$ cat src/rtl/mitm_rule_engine_if.sv
// Sniffer/mux-facing bus of the MITM rule engine: captured word pair, rule programming port
// and the fake-data/select results driven toward the per-line output multiplexers.
interface mitm_rule_engine_if #(
    parameter int DATA_SIZE = 8,
    parameter int NUM_RULES = 4,
    parameter int CNT_WIDTH = 8
);
    localparam int IDX_W = ($clog2(NUM_RULES) > 1) ? $clog2(NUM_RULES) : 1;

    logic                 eval;
    logic [DATA_SIZE-1:0] real_miso_data;
    logic [DATA_SIZE-1:0] real_mosi_data;

    logic                 cfg_we;
    logic [IDX_W-1:0]     cfg_addr;
    logic                 cfg_enable;
    logic [DATA_SIZE-1:0] cfg_match;
    logic [DATA_SIZE-1:0] cfg_mask;
    logic [1:0]           cfg_action;
    logic [DATA_SIZE-1:0] cfg_value;

    logic [DATA_SIZE-1:0] fake_miso_data;
    logic [DATA_SIZE-1:0] fake_mosi_data;
    logic                 fake_miso_select;
    logic                 fake_mosi_select;
    logic                 done_sig;
    logic                 busy;
    logic                 hit;
    logic [IDX_W-1:0]     hit_idx;
    logic [CNT_WIDTH-1:0] hit_count;

    modport master (
        output eval, real_miso_data, real_mosi_data,
        output cfg_we, cfg_addr, cfg_enable, cfg_match, cfg_mask, cfg_action, cfg_value,
        input  fake_miso_data, fake_mosi_data, fake_miso_select, fake_mosi_select,
        input  done_sig, busy, hit, hit_idx, hit_count
    );

    modport slave (
        input  eval, real_miso_data, real_mosi_data,
        input  cfg_we, cfg_addr, cfg_enable, cfg_match, cfg_mask, cfg_action, cfg_value,
        output fake_miso_data, fake_mosi_data, fake_miso_select, fake_mosi_select,
        output done_sig, busy, hit, hit_idx, hit_count
    );
endinterface

$ cat src/rtl/mitm_rule_engine.sv
// Programmable MITM rule engine: lowest-index matching rule picks the fake data/selects per eval.
// Optional saturating hit counter built only when MITM_HIT_COUNT_EN is defined.
module mitm_rule_engine #(
    parameter int DATA_SIZE = 8,
    parameter int NUM_RULES = 4,
    parameter int CNT_WIDTH = 8
) (
    input  logic            sys_clk,
    input  logic            rst,
    mitm_rule_engine_if.slave bus
);
    localparam int IDX_W = ($clog2(NUM_RULES) > 1) ? $clog2(NUM_RULES) : 1;
    localparam logic [IDX_W:0] NUM_RULES_W = (IDX_W + 1)'(NUM_RULES);

    typedef enum logic [1:0] {
        ST_RESET = 2'd0,
        ST_IDLE  = 2'd1,
        ST_MATCH = 2'd2,
        ST_APPLY = 2'd3
    } state_t;

    state_t state, state_nxt;

    logic                 rule_en     [NUM_RULES];
    logic [DATA_SIZE-1:0] rule_match  [NUM_RULES];
    logic [DATA_SIZE-1:0] rule_mask   [NUM_RULES];
    logic [1:0]           rule_action [NUM_RULES];
    logic [DATA_SIZE-1:0] rule_value  [NUM_RULES];

    logic [DATA_SIZE-1:0] mosi_cap_p0;
    logic [DATA_SIZE-1:0] miso_cap_p0;
    logic                 match_hit;
    logic [IDX_W-1:0]     match_idx;
    logic                 win_hit_p1;
    logic [IDX_W-1:0]     win_idx_p1;
    logic                 cfg_wr;

    logic [DATA_SIZE-1:0] fake_miso_data_q, fake_miso_data_nxt;
    logic [DATA_SIZE-1:0] fake_mosi_data_q, fake_mosi_data_nxt;
    logic                 fake_miso_sel_q,  fake_miso_sel_nxt;
    logic                 fake_mosi_sel_q,  fake_mosi_sel_nxt;
    logic                 done_q,           done_nxt;
    logic                 hit_q,            hit_nxt;
    logic [IDX_W-1:0]     hit_idx_q,        hit_idx_nxt;

    // Programming is only accepted while idle; writes during an evaluation are dropped.
    assign cfg_wr = (state == ST_IDLE) && bus.cfg_we && ({1'b0, bus.cfg_addr} < NUM_RULES_W);

    always_ff @(posedge sys_clk or posedge rst) begin
        if (rst) begin
            state <= ST_RESET;
        end else begin
            state <= state_nxt;
        end
    end

    always_comb begin
        state_nxt = ST_RESET;
        case (state)
            ST_RESET: state_nxt = ST_IDLE;
            ST_IDLE:  state_nxt = bus.eval ? ST_MATCH : ST_IDLE;
            ST_MATCH: state_nxt = ST_APPLY;
            ST_APPLY: state_nxt = ST_IDLE;
            default:  state_nxt = ST_RESET;
        endcase
    end

    // Table storage carries no reset; the RESET state clears the enables instead.
    always_ff @(posedge sys_clk) begin
        for (int i = 0; i < NUM_RULES; i++) begin
            if (state == ST_RESET) begin
                rule_en[i] <= 1'b0;
            end else if (cfg_wr && (bus.cfg_addr == IDX_W'(i))) begin
                rule_en[i]     <= bus.cfg_enable;
                rule_match[i]  <= bus.cfg_match;
                rule_mask[i]   <= bus.cfg_mask;
                rule_action[i] <= bus.cfg_action;
                rule_value[i]  <= bus.cfg_value;
            end
        end
    end

    // p0: captured word pair
    always_ff @(posedge sys_clk) begin
        if ((state == ST_IDLE) && bus.eval) begin
            mosi_cap_p0 <= bus.real_mosi_data;
            miso_cap_p0 <= bus.real_miso_data;
        end
    end

    // Descending scan so the lowest matching index is the one left standing.
    always_comb begin
        match_hit = 1'b0;
        match_idx = '0;
        for (int i = NUM_RULES - 1; i >= 0; i--) begin
            if (rule_en[i] && (((mosi_cap_p0 ^ rule_match[i]) & rule_mask[i]) == '0)) begin
                match_hit = 1'b1;
                match_idx = IDX_W'(i);
            end
        end
    end

    // p1: registered priority-encoder result
    always_ff @(posedge sys_clk) begin
        if (state == ST_MATCH) begin
            win_hit_p1 <= match_hit;
            win_idx_p1 <= match_idx;
        end
    end

    always_comb begin
        fake_miso_data_nxt = fake_miso_data_q;
        fake_mosi_data_nxt = fake_mosi_data_q;
        fake_miso_sel_nxt  = fake_miso_sel_q;
        fake_mosi_sel_nxt  = fake_mosi_sel_q;
        done_nxt           = done_q;
        hit_nxt            = hit_q;
        hit_idx_nxt        = hit_idx_q;
        case (state)
            ST_RESET: begin
                fake_miso_data_nxt = '0;
                fake_mosi_data_nxt = '0;
                fake_miso_sel_nxt  = 1'b0;
                fake_mosi_sel_nxt  = 1'b0;
                hit_nxt            = 1'b0;
                hit_idx_nxt        = '0;
                done_nxt           = 1'b1;
            end
            ST_IDLE: begin
                if (bus.eval) begin
                    done_nxt = 1'b0;
                end
            end
            ST_MATCH: begin
            end
            ST_APPLY: begin
                fake_miso_data_nxt = '0;
                fake_mosi_data_nxt = '0;
                fake_miso_sel_nxt  = 1'b0;
                fake_mosi_sel_nxt  = 1'b0;
                hit_nxt            = win_hit_p1;
                done_nxt           = 1'b1;
                if (win_hit_p1) begin
                    hit_idx_nxt = win_idx_p1;
                    case (rule_action[win_idx_p1])
                        2'd1: begin
                            fake_miso_sel_nxt  = 1'b1;
                            fake_miso_data_nxt = mosi_cap_p0;
                        end
                        2'd2: begin
                            fake_miso_sel_nxt  = 1'b1;
                            fake_miso_data_nxt = rule_value[win_idx_p1];
                        end
                        2'd3: begin
                            fake_mosi_sel_nxt  = 1'b1;
                            fake_mosi_data_nxt = rule_value[win_idx_p1];
                        end
                        default: begin
                        end
                    endcase
                end
            end
            default: done_nxt = 1'b0;
        endcase
    end

    // p2: result registers presented to the line muxes
    always_ff @(posedge sys_clk or posedge rst) begin
        if (rst) begin
            fake_miso_data_q <= '0;
            fake_mosi_data_q <= '0;
            fake_miso_sel_q  <= 1'b0;
            fake_mosi_sel_q  <= 1'b0;
            done_q           <= 1'b0;
            hit_q            <= 1'b0;
            hit_idx_q        <= '0;
        end else begin
            fake_miso_data_q <= fake_miso_data_nxt;
            fake_mosi_data_q <= fake_mosi_data_nxt;
            fake_miso_sel_q  <= fake_miso_sel_nxt;
            fake_mosi_sel_q  <= fake_mosi_sel_nxt;
            done_q           <= done_nxt;
            hit_q            <= hit_nxt;
            hit_idx_q        <= hit_idx_nxt;
        end
    end

`ifdef MITM_HIT_COUNT_EN
    logic [CNT_WIDTH-1:0] hit_count_q;

    always_ff @(posedge sys_clk or posedge rst) begin
        if (rst) begin
            hit_count_q <= '0;
        end else if (state == ST_RESET) begin
            hit_count_q <= '0;
        end else if ((state == ST_APPLY) && win_hit_p1 && (hit_count_q != '1)) begin
            hit_count_q <= hit_count_q + 1'b1;
        end
    end

    assign bus.hit_count = hit_count_q;
`else
    assign bus.hit_count = '0;
`endif

    assign bus.fake_miso_data   = fake_miso_data_q;
    assign bus.fake_mosi_data   = fake_mosi_data_q;
    assign bus.fake_miso_select = fake_miso_sel_q;
    assign bus.fake_mosi_select = fake_mosi_sel_q;
    assign bus.done_sig         = done_q;
    assign bus.hit              = hit_q;
    assign bus.hit_idx          = hit_idx_q;
    assign bus.busy             = (state != ST_IDLE);
endmodule

$ cat src/flat_wrapper.sv
// flat-port wrapper written by rule: the top's interface ports become plain ports
module mitm_rule_engine_flat 
#(
    parameter int DATA_SIZE = 8,
    parameter int NUM_RULES = 4,
    parameter int CNT_WIDTH = 8
)
  (sys_clk, rst, bus_eval, bus_real_miso_data, bus_real_mosi_data, bus_cfg_we, bus_cfg_addr, bus_cfg_enable, bus_cfg_match, bus_cfg_mask, bus_cfg_action, bus_cfg_value, bus_fake_miso_data, bus_fake_mosi_data, bus_fake_miso_select, bus_fake_mosi_select, bus_done_sig, bus_busy, bus_hit, bus_hit_idx, bus_hit_count);
  mitm_rule_engine_if #(.DATA_SIZE(DATA_SIZE), .NUM_RULES(NUM_RULES), .CNT_WIDTH(CNT_WIDTH)) bus_i ();
  input  logic sys_clk;
  input  logic rst;
  input wire logic [$bits(bus_i.eval)-1:0] bus_eval;
  input wire logic [$bits(bus_i.real_miso_data)-1:0] bus_real_miso_data;
  input wire logic [$bits(bus_i.real_mosi_data)-1:0] bus_real_mosi_data;
  input wire logic [$bits(bus_i.cfg_we)-1:0] bus_cfg_we;
  input wire logic [$bits(bus_i.cfg_addr)-1:0] bus_cfg_addr;
  input wire logic [$bits(bus_i.cfg_enable)-1:0] bus_cfg_enable;
  input wire logic [$bits(bus_i.cfg_match)-1:0] bus_cfg_match;
  input wire logic [$bits(bus_i.cfg_mask)-1:0] bus_cfg_mask;
  input wire logic [$bits(bus_i.cfg_action)-1:0] bus_cfg_action;
  input wire logic [$bits(bus_i.cfg_value)-1:0] bus_cfg_value;
  output wire logic [$bits(bus_i.fake_miso_data)-1:0] bus_fake_miso_data;
  output wire logic [$bits(bus_i.fake_mosi_data)-1:0] bus_fake_mosi_data;
  output wire logic [$bits(bus_i.fake_miso_select)-1:0] bus_fake_miso_select;
  output wire logic [$bits(bus_i.fake_mosi_select)-1:0] bus_fake_mosi_select;
  output wire logic [$bits(bus_i.done_sig)-1:0] bus_done_sig;
  output wire logic [$bits(bus_i.busy)-1:0] bus_busy;
  output wire logic [$bits(bus_i.hit)-1:0] bus_hit;
  output wire logic [$bits(bus_i.hit_idx)-1:0] bus_hit_idx;
  output wire logic [$bits(bus_i.hit_count)-1:0] bus_hit_count;
  assign bus_i.eval = bus_eval;
  assign bus_i.real_miso_data = bus_real_miso_data;
  assign bus_i.real_mosi_data = bus_real_mosi_data;
  assign bus_i.cfg_we = bus_cfg_we;
  assign bus_i.cfg_addr = bus_cfg_addr;
  assign bus_i.cfg_enable = bus_cfg_enable;
  assign bus_i.cfg_match = bus_cfg_match;
  assign bus_i.cfg_mask = bus_cfg_mask;
  assign bus_i.cfg_action = bus_cfg_action;
  assign bus_i.cfg_value = bus_cfg_value;
  assign bus_fake_miso_data = bus_i.fake_miso_data;
  assign bus_fake_mosi_data = bus_i.fake_mosi_data;
  assign bus_fake_miso_select = bus_i.fake_miso_select;
  assign bus_fake_mosi_select = bus_i.fake_mosi_select;
  assign bus_done_sig = bus_i.done_sig;
  assign bus_busy = bus_i.busy;
  assign bus_hit = bus_i.hit;
  assign bus_hit_idx = bus_i.hit_idx;
  assign bus_hit_count = bus_i.hit_count;
  mitm_rule_engine #(.DATA_SIZE(DATA_SIZE), .NUM_RULES(NUM_RULES), .CNT_WIDTH(CNT_WIDTH)) u_core (.sys_clk(sys_clk), .rst(rst), .bus(bus_i));
endmodule
$ cat config.mk
export PLATFORM = sky130hd
export DESIGN_NAME = mitm_rule_engine_flat
export DESIGN_NICKNAME = d
export VERILOG_FILES = /design/src/rtl/mitm_rule_engine_if.sv /design/src/rtl/mitm_rule_engine.sv /design/src/flat_wrapper.sv
export SDC_FILE = /design/constraint.sdc
export NUM_CORES = 1
export LEC_CHECK = 0
export ABC_CLOCK_PERIOD_IN_PS = 7800
export BUFFER_PORTS_ARGS = -buffer_cell sky130_fd_sc_hd__buf_2
export CORE_ASPECT_RATIO = 0.5
export CORE_MARGIN = 2
export CORE_UTILIZATION = 36
export CTS_BUF_LIST = sky130_fd_sc_hd__clkbuf_8
export DETAILED_ROUTE_END_ITERATION = 10
export PLACE_DENSITY_LB_ADDON = 0.05
export RECOVER_POWER = 50
export SYNTH_ARGS = -nofsm -noshare
export SYNTH_HDL_FRONTEND = slang
export SYNTH_SLANG_ARGS = --single-unit
$ cat constraint.sdc
create_clock -name sys_clk -period 7.8 [get_ports sys_clk]
set_clock_uncertainty 0.15 [all_clocks]
set_input_delay 1.17 -clock sys_clk [delete_from_list [all_inputs] [get_ports sys_clk]]
set_output_delay 1.17 -clock sys_clk [all_outputs]
set_load 0.02 [all_outputs]
* Yosys cells after proc, flatten, opt, wreduce, memory -nomap -nowiden *
Memory sizes are Yosys's and may differ from the RTL's.
Cells that the tools add are included.

storage, ports and cells
  word-level logic and storage cells = 154
  output and inout port bits = 31
  input port bits = 49
  flip-flop bits (word level) = 35
  memories kept = 5
  memory bits (writable) = 108

memory list
  memory              depth  bits a word  read ports  clocked after Yosys merged registers in  write ports  line                    RTL
  u_core.rule_mask    4      8            4           0                                        1            mitm_rule_engine.sv:26  logic [DATA_SIZE-1:0] rule_mask [NUM_RULES];
  u_core.rule_match   4      8            4           0                                        1            mitm_rule_engine.sv:25  logic [DATA_SIZE-1:0] rule_match [NUM_RULES];
  u_core.rule_value   4      8            1           0                                        1            mitm_rule_engine.sv:28  logic [DATA_SIZE-1:0] rule_value [NUM_RULES];
  u_core.rule_action  4      2            1           0                                        1            mitm_rule_engine.sv:27  logic [1:0] rule_action [NUM_RULES];
  u_core.rule_en      4      1            4           0                                        4            mitm_rule_engine.sv:24  logic rule_en [NUM_RULES];

cells by class
  bitwise logic cells = 12
  equality and inequality tests = 12
  reductions and logical operators = 36
  mux-type cells = 77

operators with widths
  kind                count
  $mux 8              12
  $reduce_or 8->1     9
  $pmux 8 s2          3
  $mux 2              19
  $mux 1              37
  $and 8x8->8         4
  $logic_not 8->1     4
  $xor 8x8->8         4
  $eq 2x2->1 const B  6
  $reduce_or 2->1     6
  $logic_and 1x1->1   10
  $pmux 1 s2          4
  $eq 2x1->1 const B  3
  $pmux 2 s3          1
  $logic_not 2->1     2
  $ne 2x1->1 const B  2
  $or 1x1->1          4
  $pmux 2 s2          1
  $reduce_and 2->1    2
  $reduce_bool 2->1   2
  $reduce_or 3->1     1
  $ne 2x2->1 const B  1

* Depth between registers and ports, before layout *
  depth after elaboration = 10
  gate-level depth with buffers = 7
  mapped depth without buffers = 6

* Worst setup path before layout *
No wires, ideal clock.

  kind = input port to flip-flop
  from = input bus_cfg_we
  to = memory u_core.rule_action[0][0], enable pin
  path buffers = 0
  setup time = 0.442 ns
  slack = 4.100 ns
  data required time = 7.208 ns
  data arrival time = 3.108 ns
  cell stages on the path = 2
  cells stage by stage = nand3_1 -> nor3_1

between the ends
  longest elaborated chain between the ends = 9
  elaborated cells between the ends (all ways) = 26
  classes of those cells = mux: 18; reduce/logical: 8

RTL lines
  what                                                     line                    RTL
  start, declared                                          flat_wrapper.sv:15      input wire logic [$bits(bus_i.cfg_we)-1:0] bus_cfg_we;
  $logic_and 1x1->1 (*)                                    mitm_rule_engine.sv:47  assign cfg_wr = (state == ST_IDLE) && bus.cfg_we && ({1'b0, bus.cfg_addr} < NUM_RULES_W);
  $logic_and 1x1->1                                        mitm_rule_engine.sv:73  end else if (cfg_wr && (bus.cfg_addr == IDX_W'(i))) begin
  $mux 1                                                   mitm_rule_engine.sv:73
  $mux 1                                                   mitm_rule_engine.sv:71  if (state == ST_RESET) begin
  $mux 1 (implied by the code)                             mitm_rule_engine.sv:77  rule_action[i] <= bus.cfg_action;
  $reduce_or 2->1 (no line)                                n/a
  $mux 2 (no line) or $mux 1 (tied branches) (3 in a row)  n/a
  end, declared                                            mitm_rule_engine.sv:27

Mark *: on every way between the ends. The rest lies on a longest branch, timed or not.

* Worst setup path in the final report *
  from = register u_core.state[1]
  to = output bus_busy

between the ends
  longest elaborated chain between the ends = 1

RTL lines
  what                    line                     RTL
  start, declared         mitm_rule_engine.sv:22   state_t state, state_nxt;
  start signal, assigned  mitm_rule_engine.sv:53   state <= state_nxt;
  $ne 2x1->1              mitm_rule_engine.sv:213  assign bus.busy = (state != ST_IDLE);
  end, declared           flat_wrapper.sv:27       output wire logic [$bits(bus_i.busy)-1:0] bus_busy;

No other way between the ends.

==> flow_summary.json <==
{
  "dpl_worst_slack_ps": 4839,
  "cts_setup_buffers": 0,
  "antenna_found_initial": 0,
  "wire_per_inst_um": 19.02,
  "insertion_delay_ps": 420,
  "first_pass_iters": 4,
  "dpl.cell_count": 577,
  "startpoint_type": "register",
  "grt_max_degree": 27,
  "wirelength_um": 11580,
  "cts_sinks": 143,
  "crit_type": "register to output port",
  "yosysSeqAreaShare_pct": 74.80,
  "crit_required_ps": 6480,
  "cts_max_level": 4,
  "cts_hold_buf": 0,
  "fmax_mhz": 359.1,
  "cap_viol_max_count": 0,
  "setup_slack_ps": 5015,
  "synth_top_area_share_pct": 64.04,
  "drc": 0,
  "num_antenna_cells": 0,
  "async_flop_share_pct": 16.78,
  "ys_warn_count": 0,
  "syn_inst": 324,
  "area_growth_pct": 16.12,
  "cellLeakagePower_nw": 2.398,
  "cts_tree": "built",
  "io_buffer_count": 63,
  "peakVddDrop_mv": 0.09740,
  "fill_cells": 1429,
  "initial_core_util_pct": 36.49,
  "finalSetupViolCount": 0,
  "core.rowCount": 32,
  "final_cells": 609,
  "tightest_slew_ps": 944.1,
  "synth_edf_count": 119,
  "core_um2": 15290,
  "design_area_um2": 6480,
  "netlist_area_um2": 5580,
  "slew_headroom_pct": 36.99,
  "synthTopCellsByArea": "edfxtp_1 64%, dfrtp_1 11%, xor2_1 4.9%, mux4_2 4.0%, a22o_1 1.9%",
  "endpoint_kind": "output port",
  "ys_types": 37,
  "multi_input_area_um2": 1285,
  "place_hpwl_um": 7862,
  "avgSynthCellArea_um2": 17.22,
  "power_density_nw_per_um2": 265.0,
  "viasPerCell": 4.829,
  "drive_gt1_share_pct": 21.48,
  "vias": 2941,
  "total_power_mw": 1.717,
  "register_area_um2": 4174,
  "slew_violations": 0,
  "synth_ff_type": "edfxtp_1",
  "yosysMostFrequentCell": "edfxtp_1",
  "cts_buffer_depth": 2,
  "yosysTopAreaCell": "edfxtp_1",
  "die_w_um": 180.1,
  "grt_setup_unrepaired": "no",
  "fin_crit_ps": 2785,
  "holdWs_ps": 332.6,
  "grt_pass1_wl_um": 17800,
  "io_pins": 80,
  "grt_pass1_vias": 3047,
  "cts_inserted_buffers": 17,
  "drtIter0Drc": 166,
  "critPathArrivalTime_ps": 1460,
  "gr-usage-all-layers_pct": 14.93,
  "cts_resized": 0,
  "detail-route-antenna-nets": 0,
  "final.setup.tns_ps": 0,
  "clk_pin_slew_worst_paths_ps": 80,
  "hold_path.class": "register to register",
  "ys_ff_latch": 143,
  "post-route-util_pct": 42.37,
  "crit_path_max_fanout": 6,
  "dpl_cell_area_um2": 6075,
  "cts-root-buf": "clkbuf_8",
  "gp_congestion": 0.6991,
  "grt-ovfl-total": 0,
  "ys_top_cells_by_count": "119 x edfxtp_1, 31 x xor2_1, 24 x dfrtp_1",
  "dieArea_um2": 16570,
  "die_height_um": 92.04,
  "status": "complete, no violations",
  "hold_violations": 0,
  "fin_crit_sh_pct": 35.70,
  "nets": 449
}
## worst paths after layout
path	from	endpoint	slack [ps]	cells after the start
max	u_core.state[1]	bus_busy	5020	4
min	u_core.bus.fake_miso_data[1]	u_core.bus.fake_miso_data[1]	330	2
max reg2reg	u_core.win_idx_p1[0]	u_core.bus.fake_miso_data[6]	5080	5
min reg2reg	u_core.bus.fake_miso_data[1]	u_core.bus.fake_miso_data[1]	330	2
max in group asynchronous	rst	u_core.bus.fake_mosi_data[4]	6130	2
min in group asynchronous	rst	u_core.bus.fake_mosi_data[2]	790	2
## critical path: stages (launching register included)
cell	delay, ps
dfrtp_1	410
inv_1	120
ha_1	290
inv_1	60
buf_2	160
## layout make-up
class | instances | share of cell area, %
Inverter | 8 | 0.4634
Tap cell | 204 | 3.939
Clock inverter | 15 | 3.167
Sequential cell | 143 | 64.41
Clock buffer | 17 | 3.611
Timing Repair Buffer | 65 | 4.576
Multi-Input combinational cell | 157 | 19.83
## report_power, final
group,total (mW),switching (mW),internal (mW)
registers,0.903,0.0307,0.873
clock network,0.651,0.275,0.376
logic,0.163,0.106,0.0562
## placed cells by master (no fill, tap or decap), types with 2 or more instances in the layout
master / synthesis / routed
mux4_2: 10 / 10
conb_1: 1 / 8
a221oi_2: 2 / 2
ha_1: 8 / 8
clkbuf_8: 0 / 17
o21ai_0: 13 / 13
buf_4: 9 / 2
dfrtp_1: 24 / 24
clkbuf_1: 7 / 27
nor2_1: 12 / 9
xor2_1: 31 / 31
a22oi_1: 12 / 12
bufinv_16: 0 / 5
inv_1: 8 / 11
nand2b_1: 3 / 3
nand4_1: 2 / 2
and4_1: 3 / 3
buf_2: 4 / 36
nor2_4: 0 / 2
clkinv_2: 0 / 3
nor3_2: 1 / 2
nand2_1: 22 / 22
edfxtp_1: 119 / 119
a222oi_1: 3 / 3
clkinv_4: 0 / 2
a22o_1: 12 / 12
## sequential cells by signal, indices dropped and copies added, names as in the netlist, 2 cells and up
register                   count
u_core.bus.hit_idx             2
u_core.rule_value             32
u_core.rule_match             32
u_core.rule_action             8
u_core.rule_en                 4
u_core.bus.fake_mosi_data      8
u_core.bus.fake_miso_data      8
u_core.mosi_cap_p0             8
u_core.state                   2
u_core.rule_mask              32
u_core.win_idx_p1              2
## routing by layer
| metal | track usage (%) | share of wire [%] | vias to the layer above |
|---|---|---|---|
| met1 | 20.39 | 49 | 1506 |
| li1 | - | - | 1348 |
| met3 | 3.654 | 4.2 | 12 |
| met4 | 4.839 | 1.0 | 0 |
| met2 | 23.72 | 46 | 75 |
| met5 | 0 | 0 | - |
## kinds of logic (layout without fill, tap and decap cells)
kind of cell | Yosys count | count (layout) | synth area share [%]
AOI/OAI and AO/OA | 48 | 48 | 6.570
xor gates and xnor gates | 32 | 32 | 5.157
adders and majority gates | 8 | 8 | 1.794
buffers and inverters | 31 | 105 | 3.049
DFF | 143 | 143 | 74.80
muxes | 11 | 11 | 4.238
other | 1 | 8 | 0.06720
and+or+nand+nor | 50 | 50 | 4.328
Power figures use the tool's default switching activity.
